### src/rtl/operand_sequencer.sv
// Run-time loadable operand store that presents one NUM_OPS-wide entry at a time to the ALU.
// Step edge to valid takes 2 cycles; free-running mode gives 1 entry per 2 cycles; ops_out holds while ops_ready=0.
module operand_sequencer #(
  parameter int DATA_W  = 32,
  parameter int DEPTH   = 16,
  parameter int ADDR_W  = 4,
  parameter int NUM_OPS = 2
) (
  input  logic                      clk,
  input  logic                      rst,
  input  logic                      wr_en,
  input  logic [ADDR_W-1:0]         wr_addr,
  input  logic [NUM_OPS*DATA_W-1:0] wr_data,
  input  logic [ADDR_W-1:0]         last_idx,
  input  logic                      step,
  input  logic                      run,
  input  logic                      wrap_en,
  input  logic                      restart,
  output logic [NUM_OPS*DATA_W-1:0] ops_out,
  output logic                      ops_valid,
  input  logic                      ops_ready,
  output logic [ADDR_W-1:0]         index,
  output logic                      done
);

  localparam int ENTRY_W = NUM_OPS * DATA_W;

  typedef enum logic [1:0] {
    S_IDLE,
    S_LOAD,
    S_PRESENT,
    S_DONE
  } state_t;

  logic [ENTRY_W-1:0] mem [DEPTH];
  state_t             state;
  logic               step_prev;
  logic               step_edge_q;
  logic               last_loaded;

  // Memory is never reset so contents survive rst; a same-cycle LOAD sees the old word.
  always_ff @(posedge clk) begin
    if (wr_en) begin
      mem[wr_addr] <= wr_data;
    end
  end

  always_ff @(posedge clk) begin
    if (rst) begin
      state       <= S_IDLE;
      step_prev   <= 1'b0;
      step_edge_q <= 1'b0;
      last_loaded <= 1'b0;
      ops_out     <= '0;
      ops_valid   <= 1'b0;
      index       <= '0;
      done        <= 1'b0;
    end else begin
      step_prev <= step;
      // Edges seen outside IDLE are dropped rather than queued.
      step_edge_q <= step & ~step_prev & (state == S_IDLE);

      if (restart) begin
        state       <= S_IDLE;
        index       <= '0;
        done        <= 1'b0;
        ops_valid   <= 1'b0;
        step_edge_q <= 1'b0;
      end else begin
        case (state)
          S_IDLE: begin
            if (step_edge_q || run) begin
              state <= S_LOAD;
            end
          end
          S_LOAD: begin
            ops_out     <= mem[index];
            ops_valid   <= 1'b1;
            last_loaded <= (index == last_idx);
            index       <= (index == last_idx) ? '0 : index + ADDR_W'(1);
            state       <= S_PRESENT;
          end
          S_PRESENT: begin
            if (ops_valid && ops_ready) begin
              ops_valid <= 1'b0;
              if (last_loaded && !wrap_en) begin
                state <= S_DONE;
                done  <= 1'b1;
                index <= '0;
              end else if (run) begin
                state <= S_LOAD;
              end else begin
                state <= S_IDLE;
              end
            end
          end
          S_DONE: begin
            done <= 1'b1;
          end
          default: begin
            state <= S_IDLE;
          end
        endcase
      end
    end
  end

endmodule

### config.mk
export PLATFORM = sky130hd
export DESIGN_NAME = operand_sequencer
export DESIGN_NICKNAME = d
export VERILOG_FILES = /design/src/rtl/operand_sequencer.sv
export SDC_FILE = /design/constraint.sdc
export NUM_CORES = 1
export LEC_CHECK = 0
export CAP_MARGIN = 20
export CELL_PAD_IN_SITES_DETAIL_PLACEMENT = 2
export CELL_PAD_IN_SITES_GLOBAL_PLACEMENT = 2
export CORE_MARGIN = 8
export CORE_UTILIZATION = 54
export CTS_BUF_LIST = sky130_fd_sc_hd__clkbuf_4
export DETAILED_ROUTE_END_ITERATION = 8
export GPL_TIMING_DRIVEN = 1
export PLACE_DENSITY_LB_ADDON = 0.15
export SETUP_SLACK_MARGIN = 0.15
export SLEW_MARGIN = 25
export SYNTH_ARGS = -nofsm -noshare
export SYNTH_HDL_FRONTEND = slang
export SYNTH_SLANG_ARGS = --single-unit
### constraint.sdc
create_clock -name clk -period 11.03 [get_ports clk]
set_input_delay 2.206 -clock clk [delete_from_list [all_inputs] [get_ports clk]]
set_output_delay 2.206 -clock clk [all_outputs]
set_load 0.01 [all_outputs]
==> run_results.csv, run 1 <==
group,metric,value,unit
yosys,syn-num-nets,2021,
status,error,"[ERROR DPL-0033] detailed placement checks failed during check placement.",
cts,numCtsBuffers,298,
cts,post_cts_resize_count,0,
yosys,synth_simple_gate_area_frac,0.0125,
floorplanning,num_io_pins,150,
yosys,synth_xor_area_frac,0.00105,
cts,ctsHoldBuffers,0,
placement,port_buffers,149,
cts,cts_setup_buffers,0,
yosys,synthFlopType,"edfxtp_1",
floorplanning,die_h,294,um
placement,hpwl,68.6,mm
placement,dpl_worst_slack,5.47,ns
yosys,postSynthCellCount,1935,
floorplanning,num_rows,101,
floorplanning,die_width,294,um
yosys,synth_edf_count,1024,
yosys,synthMuxAreaShare,0.151,
yosys,synth-seq-cells,1099,
cts,cts.sinks,1099,
yosys,synth-compound-area-share,0.0440,
status,lastStage,"clock tree synthesis",
yosys,syn_avg_cell_area,21.5,um2
yosys,synthArstFlopShare,0,
placement,gp_congestion,0.741,
yosys,yosysWarnings,0,
cts,cts-root-buf,"clkbuf_4",
yosys,synth_cell_types,37,
cts,cts_buffer_depth,4,
cts,htree_num_levels,5,
yosys,yosysSeqAreaShare,0.775,
placement,dpl_cell_area,44300,um2
yosys,syn_area,41600,um2
yosys,synth_top_family_by_area,"multiplexers",
status,status,"did not finish",
yosys,synth_adder_area_share,0.00180,
floorplanning,start_util,0.547,
Yosys cell counts (2+ instances only):
master / count / area, um2
a221oi_2: 60 / 901
clkbuf_1: 25 / 93.8
edfxtp_1: 1024 / 30700
o21ai_0: 8 / 40.0
a21oi_1: 4 / 20.0
and2_1: 2 / 12.5
xnor2_1: 5 / 43.8
nor2b_1: 8 / 50.1
ha_1: 6 / 75.1
a22oi_1: 2 / 15.0
dfxtp_1: 75 / 1500
nand3_1: 2 / 10.0
a221oi_1: 5 / 43.8
buf_2: 55 / 275
buf_4: 13 / 97.6
o21ai_1: 60 / 300
mux2i_1: 197 / 1970
inv_1: 5 / 18.8
nor2_1: 18 / 67.6
buf_6: 10 / 113
mux4_2: 191 / 4300
a31oi_1: 2 / 12.5
nand2b_1: 3 / 18.8
or3_1: 2 / 12.5
nand3b_1: 2 / 15.0
nand2_1: 69 / 259
nor3_1: 7 / 35.0
o211ai_1: 63 / 473
buf_1: 4 / 15.0
stage by stage:
stage | cells | util
after floorplan | 1935 | -
after global placement | 3047 | 0.582
after detailed placement | 3047 | 0.582
cell families after synthesis:
group                    after synthesis
flip-flops                          1099
multiplexers                         388
AO/OA/AOI/OAI                        207
AND/OR/NAND/NOR                      118
buffers and inverters                112
adder cells (fa/ha/maj)                6
XOR/XNOR                               5
==> run 2: changes to the inputs <==
CELL_PAD_IN_SITES_DETAIL_PLACEMENT = not set   (was 2)
CELL_PAD_IN_SITES_GLOBAL_PLACEMENT = not set   (was 2)
CORE_UTILIZATION = 40   (was 54)
CTS_BUF_LIST = not set   (was sky130_fd_sc_hd__clkbuf_4)
SETUP_SLACK_MARGIN = not set   (was 0.15)
==> run 2 against run 1 <==
The run now ends clean. Synthesized area is the same. Synthesized cell count is the same.
==> run_results.csv, run 2 <==
group,metric,value,unit
layout,reg_top3,"mem (1024), ops_out (64), index (4)",
global_routing,grt_pass1_wl,140,mm
yosys,synthFlopType,"edfxtp_1",
floorplanning,die_width,339,um
layout,final_cell_mix,"edfxtp_1 (1024), mux2i_1 (197), mux4_2 (191), clkdlybuf4s50_1 (149), clkbuf_16 (115)",
cts,cts_setup_buffers,0,
layout,mostFrequentLayoutCell,"edfxtp_1",
cts,cts-root-buf,"clkbuf_16",
layout,area_delta_synth_final,16.5,%
sta,max_freq,0.221,GHz
floorplanning,coreArea,103000,um2
layout,drive_gt1_frac,0.221,
cts,htree_num_levels,3,
power_and_ir_drop,power_density,180,nW/um2
sta,rsz0062_at_grt,"false",
status,status,"completed",
sta,period_share,0.409,
yosys,synth_top_area_frac,0.739,
yosys,synthArstFlopShare,0,
cts,post_cts_resize_count,0,
layout,final.fill_count,8585,
yosys,synthTopCellsByCount,"edfxtp_1 (1024), mux2i_1 (197), mux4_2 (191)",
setup_path,cp.arrival,4.80,ns
route,drcViolationCount,0,
cts,cts.clk_slew.worst_paths,0.06,ns
yosys,yosysMostFrequentCell,"edfxtp_1",
global_routing,grt_max_degree,124,
route,wl_per_cell,26.0,um
yosys,syn_avg_cell_area,21.5,um2
cts,cts.sinks,1099,
layout,regMostFlops,"mem",
global_routing,gr-total-overflow,0,
global_routing,grt.total_usage,0.161,
global_routing,grt_pass1_vias,20900,
floorplanning,die_h,339,um
sta,drv_slew,0,
sta,finalHoldViolations,0,
worst_hold_path,hold_class,"flop to flop",
layout,multiInputGateArea,8890,um2
global_routing,antenna_found_initial,6,
cts,clkLatencyLatePin,0.67,ns
route,antenna_left,0,
power_and_ir_drop,vdd_drop_max,0.108,mV
run,maxCapViolations,0,
floorplanning,dieArea,115000,um2
route,vias,19500,
yosys,syn_area,41600,um2
placement,hpwl,50.3,mm
yosys,synth_edf_count,1024,
route,routed_wl,93.9,mm
yosys,synth_area_leader_cell,"edfxtp_1",
floorplanning,start_util,0.403,
route,drt_iter0_drc,1469,
sta,setup-violations-final,0,
yosys,ys_top_cells_by_area,"edfxtp_1 (74%), mux4_2 (10%), mux2i_1 (4.7%), dfxtp_1 (3.6%), a221oi_2 (2.2%)",
setup_path,critPathKind,"input pin to flop",
cts,ctsHoldBuffers,0,
yosys,synth_cell_types,37,
yosys,yosysSeqAreaShare,0.775,
setup_path,critPathCaptureType,"flop",
setup_path,path_max_fanout,41,
sta,fin_skew,0.0212,ns
sta,fin_crit,4.52,ns
sta,setup_tns,0,ns
floorplanning,num_rows,118,
cts,numCtsBuffers,112,
power_and_ir_drop,p_leak,14.6,nW
yosys,postSynthCellCount,1935,
yosys,yosysWarnings,0,
cts,cts_tree,"yes",
placement,gp_congestion,0.703,
yosys,synth-seq-cells,1099,
floorplanning,num_io_pins,150,
sta,worst_pin_slew,0.979,ns
sta,slew_headroom,0.346,
power_and_ir_drop,p_total,8.70,mW
layout,final-seq-area,32300,um2
placement,port_buffers,149,
route,drtPass1Iterations,5,
setup_path,start_kind,"input pin",
sta,hold_slack,0.480,ns
route,avgViaCountPerCell,5.39,
layout,largest_reg_flops,1024,
cts,cts_buffer_depth,3,
setup_path,required,11.31,ns
yosys,syn-num-nets,2021,
layout,fin_nets,2219,
==> run 2: cell counts after synthesis <==
No cell type changed its count.
==> run 2: path summary, 6_finish.rpt <==
path | start | end | slack [ns] | cells after the start
max | wr_addr[1] | mem[6][31]$_DFFE_PP_ | 6.51 | 4
min reg2reg | ops_out[30]$_SDFFE_PP0P_ | ops_out[30]$_SDFFE_PP0P_ | 0.48 | 2
min | ops_out[30]$_SDFFE_PP0P_ | ops_out[30]$_SDFFE_PP0P_ | 0.48 | 2
max reg2reg | index[2]$_SDFFE_PP0P_ | ops_out[5]$_SDFFE_PP0P_ | 7.10 | 6
==> run 2: area by class of cell <==
cell class              instances  share of cell area
flip-flops and latches       1099               0.666
multi-input cells             724               0.183
clock buffers                 139              0.0625
repair buffers                191              0.0382
well taps                    1380              0.0356
clock inverters                70              0.0141
inverters                       5            0.000387
diodes                          3            0.000155
==> run 2: power by group <==
group | internal, mW | switching [mW] | total, mW | leakage, nW
combinational | 0.0962 | 0.150 | 0.247 | 2.92
clock | 2.24 | 1.55 | 3.79 | 1.84
sequential | 4.64 | 0.0249 | 4.67 | 9.86
==> run 2: worst max-delay path, stage by stage <==
cell and delay [ns]:
clkdlybuf4s50_1 0.66, nand2b_1 0.30, nor2_4 0.81, buf_4 0.75
==> run 2: cells by family after synthesis <==
group	after synthesis	synth area share
flip-flops	1099	0.775
multiplexers	388	0.151
AO/OA/AOI/OAI	207	0.0440
AND/OR/NAND/NOR	118	0.0125
buffers and inverters	112	0.0147
adder cells (fa/ha/maj)	6	0.00180
XOR/XNOR	5	0.00105
==> run 2: routing by layer <==
layer | GRT usage | vias to the layer above | routed length (um)
li1 | - | 8497 | -
met1 | 0.223 | 10500 | 42500
met2 | 0.266 | 406 | 45600
met3 | 0.0267 | 101 | 4210
met4 | 0.0387 | 0 | 1560
met5 | 0 | - | 0
==> run 2: metrics by stage <==
stage	cell area, um2	worst slack [ns]	utilization	cells
finish	48500	6.51	0.469	3611
global route	48500	6.40	0.469	3608
CTS	48500	6.51	0.469	3608
detailed placement	44700	5.79	0.433	3399
global placement	44700	5.81	0.433	3397
floorplan	41600	3.40	-	1935
(Power assumes the default switching activity.)
==> run 3: changes to the inputs <==
clock period = 4 ns   (was 11.03 ns; I/O delays follow)
==> run 3 against run 2 <==
Utilization is 0.53 points higher. Clock skew is 0.0013 ns lower. Die area stayed put. Combinational power grew to 2.8 times the previous value. Sequential power rose to 2.8 times the previous value. Global-route usage up 0.33 points. Setup slack got worse by 5.6 ns. Critical path depth fell by 3.
==> run_results.csv, run 3 (synthesis results as in run 2) <==
group,metric,value,unit
setup_path,path_max_fanout,38,
floorplanning,die_h,339,um
cts,cts_tree,"yes",
worst_hold_path,hold_depth,2,
setup_path,critPathCaptureType,"output port",
layout,postLayoutCoreUtil,0.474,
setup_path,worstPathCellList,"clkdlybuf4s50_1",
route,drcViolationCount,0,
placement,port_buffers,149,
layout,drive_gt1_frac,0.225,
floorplanning,start_util,0.403,
sta,finalHoldViolations,0,
layout,regMostFlops,"mem",
power_and_ir_drop,swShare,0.197,
layout,final_cell_mix,"edfxtp_1 (1024), mux2i_1 (197), mux4_2 (191), clkdlybuf4s50_1 (149), clkbuf_16 (117)",
layout,reg_top3,"mem (1024), ops_out (64), index (4)",
layout,fin_nets,2232,
status,status,"completed",
placement,dpl_worst_slack,0.814,ns
setup_path,rr_startpoint,"index[2]$_SDFFE_PP0P_",
setup_path,crit_family,"flip-flops",
setup_path,rrSetupSlack,1.45,ns
power_and_ir_drop,intPower,19.4,mW
sta,max_freq,0.328,GHz
cts,cts_setup_buffers,0,
floorplanning,coreArea,103000,um2
power_and_ir_drop,p_leak,14.8,nW
layout,final_area,49000,um2
setup_path,rr_worst_depth,4,
cts,ctsHoldBuffers,0,
setup_path,cp_slowest_cell,"dfxtp_4",
cts,htree_num_levels,3,
global_routing,gr-total-overflow,0,
global_routing,grt_max_degree,74,
sta,fin_ws,0.951,ns
worst_hold_path,hold_start,"ops_out[56]$_SDFFE_PP0P_",
sta,slew_headroom,0.413,
power_and_ir_drop,pwr-share-comb,0.029,
cts,clkLatencyLatePin,0.67,ns
sta,drv_slew,0,
power_and_ir_drop,vdd_drop_max,0.347,mV
setup_path,worst-path-buf-inv,1,
sta,hold_slack,0.481,ns
route,antenna_left,0,
sta,period_share,0.762,
sta,fin_skew,0.0199,ns
route,vias,19500,
cts,cts.clk_slew.worst_paths,0.06,ns
floorplanning,num_rows,118,
placement,gp_congestion,0.709,
sta,fin_crit,3.05,ns
sta,rsz0062_at_grt,"false",
power_and_ir_drop,seq_power_share,0.534,
worst_hold_path,hold_class,"flop to flop",
global_routing,grt_pass1_wl,142,mm
global_routing,grt_pass1_vias,21200,
cts,cts.sinks,1099,
setup_path,cp.arrival,2.25,ns
placement,dpl_cell_area,45200,um2
route,drtPass1Iterations,5,
power_and_ir_drop,power_density,492,nW/um2
setup_path,cp_slowest_stage_delay,0.88,ns
run,maxCapViolations,0,
worst_hold_path,hold_path_end,"ops_out[56]$_SDFFE_PP0P_",
cts,post_cts_resize_count,0,
sta,worst_pin_slew,0.881,ns
route,wl_per_cell,26.2,um
power_and_ir_drop,power_frac_clock,0.437,
setup_path,start_kind,"flop",
sta,setup-violations-final,0,
power_and_ir_drop,p_sw,4.75,mW
cts,cts_buffer_depth,3,
global_routing,grt.total_usage,0.164,
cts,cts-root-buf,"clkbuf_16",
route,avgViaCountPerCell,5.39,
layout,area_delta_synth_final,17.8,%
route,routed_wl,95.1,mm
layout,mostFrequentLayoutCell,"edfxtp_1",
cts,numCtsBuffers,113,
setup_path,critPathKind,"flop to output port",
global_routing,antenna_found_initial,6,
layout,largest_reg_flops,1024,
floorplanning,die_width,339,um
floorplanning,dieArea,115000,um2
route,drt_iter0_drc,1592,
floorplanning,num_io_pins,150,
placement,hpwl,48.6,mm
setup_path,required,3.20,ns
setup_path,reg2reg_to,"ops_out[41]$_SDFFE_PP0P_",
[run 3: final cells by class]
class                      count  area [um2]
antenna                        2        5.00
clock buffer                 163        3290
clock inverter                51         489
fill                        8495       54300
inverter                       5        18.8
multi-input combinational    724        8910
sequential                  1099       32300
tap                         1380        1730
timing repair buffer         203        2310
[run 3: worst max-delay path by stage]
stage	cells after the start	start	end
3_5_place_dp	4	wr_addr[1]	mem[6][35]$_DFFE_PP_
3_3_place_gp	4	wr_addr[1]	mem[6][56]$_DFFE_PP_
5_1_grt	1	index[2]$_SDFFE_PP0P_	index[2]
2_1_floorplan	2	wr_addr[2]	mem[1][0]$_DFFE_PP_
4_1_cts	1	index[2]$_SDFFE_PP0P_	index[2]
6_report	1	index[2]$_SDFFE_PP0P_	index[2]
[run 3: per-layer routing]
layer  GRT usage  share of wire  routed length [um]  up-vias
met5           0        0.00054                  51        -
met4      0.0401          0.017                1600        8
met3      0.0276          0.050                4710      116
met2       0.264           0.48               45400      440
met1       0.234           0.46               43400    10400
li1            -              -                   -     8538
[run 3: power groups by stage]
| stage | combinational, mW | sequential [mW] | clock, mW |
|---|---|---|---|
| final | 0.701 | 12.9 | 10.5 |
| after global routing | 0.763 | 12.9 | 11.2 |
| after floorplan | 0.306 | 13.1 | 0 |
| after detailed placement | 0.718 | 13.1 | 0 |
| after global placement | 0.699 | 13.1 | 0 |
| after CTS | 0.719 | 12.9 | 10.8 |
[run 3: metrics by stage]
stage | power, mW | setup TNS, ns | instances
floorplan | 13.4 | -102.14 | 1935
global placement | 13.8 | 0 | 3411
detailed placement | 13.8 | 0 | 3411
CTS | 24.4 | 0 | 3625
global route | 24.9 | 0 | 3626
finish | 24.1 | 0 | 3627
==> run 4: changes to the inputs <==
clock period = 3 ns   (was 4 ns; I/O delays follow)
==> run 4 against run 3 <==
Clock power up 28%. Setup slack got worse by 0.53 ns. Wire length rose by 1.6%. Combinational power up 40%. Hold slack gained 0.0023 ns. Global-route usage grew 0.13 points. Via count is 0.70% higher. Final cell count increased by 0.83%. Sequential cell count is the same. Critical endpoint unchanged.
==> run_results.csv, run 4 (synthesis results as in run 2) <==
group,metric,value,unit
worst_hold_path,hold_path_end,"ops_out[32]$_SDFFE_PP0P_",
cts,cts_buffer_depth,3,
cts,cts_tree,"yes",
setup_path,reg2reg_to,"ops_out[17]$_SDFFE_PP0P_",
setup_path,rr_worst_depth,6,
layout,mostFrequentLayoutCell,"edfxtp_1",
global_routing,gr-total-overflow,0,
route,avgViaCountPerCell,5.38,
setup_path,rr_startpoint,"index[0]$_SDFFE_PP0P_",
setup_path,worstPathCellList,"clkdlybuf4s50_1",
route,antenna_left,0,
sta,worst_pin_slew,0.989,ns
sta,finalHoldViolations,0,
layout,fin_cells,3657,
route,routed_wl,96.6,mm
layout,area_delta_synth_final,18.5,%
layout,final.fill_count,8459,
floorplanning,start_util,0.403,
placement,hpwl,53.2,mm
power_and_ir_drop,p_leak,14.9,nW
setup_path,cp_slowest_stage_delay,0.67,ns
setup_path,crit_family,"flip-flops",
sta,fin_crit,2.58,ns
setup_path,cp.arrival,1.98,ns
worst_hold_path,hold_start,"ops_out[32]$_SDFFE_PP0P_",
placement,dpl_cell_area,45700,um2
route,wl_per_cell,26.4,um
setup_path,rrSetupSlack,0.48,ns
cts,ctsHoldBuffers,0,
route,drt_iter0_drc,1288,
power_and_ir_drop,vdd_drop_max,0.494,mV
global_routing,grt.total_usage,0.165,
setup_path,critPathCaptureType,"output port",
worst_hold_path,hold_depth,2,
sta,fin_skew,0.0290,ns
layout,final_cell_mix,"edfxtp_1 (1024), mux2i_1 (197), mux4_2 (191), clkdlybuf4s50_1 (149), clkbuf_16 (113)",
global_routing,grt_pass1_wl,142,mm
floorplanning,die_width,339,um
cts,numCtsBuffers,113,
sta,rsz0062_at_grt,"false",
placement,gp_congestion,0.714,
global_routing,antenna_found_initial,8,
cts,post_cts_resize_count,0,
worst_hold_path,hold_class,"flop to flop",
setup_path,worst-path-buf-inv,1,
layout,drive_gt1_frac,0.233,
sta,setup-violations-final,0,
sta,drv_slew,0,
placement,dp.cells,3443,
status,status,"completed",
route,drtPass1Iterations,5,
global_routing,grt_max_degree,83,
route,vias,19700,
floorplanning,dieArea,115000,um2
floorplanning,num_io_pins,150,
route,drcViolationCount,0,
setup_path,critPathKind,"flop to output port",
cts,cts-root-buf,"clkbuf_16",
layout,final_area,49300,um2
layout,fin_nets,2265,
cts,htree_num_levels,3,
floorplanning,num_rows,118,
run,maxCapViolations,0,
layout,largest_reg_flops,1024,
cts,cts.sinks,1099,
power_and_ir_drop,power_density,640,nW/um2
setup_path,required,2.40,ns
global_routing,grt_pass1_vias,20800,
floorplanning,coreArea,103000,um2
cts,clkLatencyLatePin,0.68,ns
setup_path,cp_slowest_cell,"dfxtp_4",
layout,reg_top3,"mem (1024), ops_out (64), index (4)",
sta,period_share,0.858,
layout,regMostFlops,"mem",
cts,cts_setup_buffers,1,
cts,cts.clk_slew.worst_paths,0.06,ns
setup_path,start_kind,"flop",
placement,port_buffers,149,
floorplanning,die_h,339,um
sta,max_freq,0.388,GHz
setup_path,path_max_fanout,25,
sta,slew_headroom,0.339,
[run 4: worst max path at each step]
stage / endpoint / depth (start not counted) / from / slack (ns)
finish: index[2] / 1 / index[2]$_SDFFE_PP0P_ / 0.42
global route: index[2] / 1 / index[2]$_SDFFE_PP0P_ / 0.31
CTS: index[2] / 1 / index[2]$_SDFFE_PP0P_ / 0.31
floorplan: mem[10][0]$_DFFE_PP_ / 2 / wr_addr[2] / -1.02
global placement: mem[9][53]$_DFFE_PP_ / 4 / wr_addr[0] / 0.10
detailed placement: mem[9][53]$_DFFE_PP_ / 4 / wr_addr[0] / 0.1
[run 4: report_power, final]
group	internal [mW]	leakage [nW]	total, mW	switching, mW
Clock	7.79	1.76	13.4	5.64
Combinational	0.401	3.31	0.983	0.583
Sequential	17.1	9.86	17.2	0.0858
Total	25.3	14.9	31.6	6.30
[run 4: routing by layer]
| metal | track usage | vias up | share of wire |
|---|---|---|---|
| li1 | - | 8610 | - |
| met1 | 0.235 | 10500 | 0.46 |
| met2 | 0.270 | 433 | 0.48 |
| met3 | 0.0274 | 92 | 0.047 |
| met4 | 0.0346 | 4 | 0.013 |
| met5 | 0 | - | 0.00024 |
[run 4: per-stage QoR]
step	setup WS, ns	setup TNS (ns)	util	hold slack [ns]	power, mW
floorplan	-1.02	-702.69	-	0.507	17.9
global placement	0.100	0	0.442	0.471	18.4
detailed placement	0.0976	0	0.442	0.478	18.5
CTS	0.315	0	0.477	0.491	31.9
global route	0.310	0	0.477	0.503	32.6
finish	0.425	0	0.477	0.483	31.6
[run 4: layout make-up]
| class | instances | area [um2] | share of cell area |
|---|---|---|---|
| inverter | 5 | 18.8 | 0.000381 |
| tap | 1380 | 1730 | 0.0350 |
| multi-input combinational | 724 | 8920 | 0.181 |
| antenna | 4 | 10.0 | 0.000203 |
| timing repair buffer | 236 | 2780 | 0.0564 |
| sequential | 1099 | 32300 | 0.654 |
| clock buffer | 161 | 3190 | 0.0647 |
| clock inverter | 48 | 394 | 0.00799 |
[run 4: tightest hold or removal path, cell delays in order, from the launching register on]
cell and delay [ns]:
dfxtp_1 0.32, nand2_1 0.05, o211ai_1 0.08
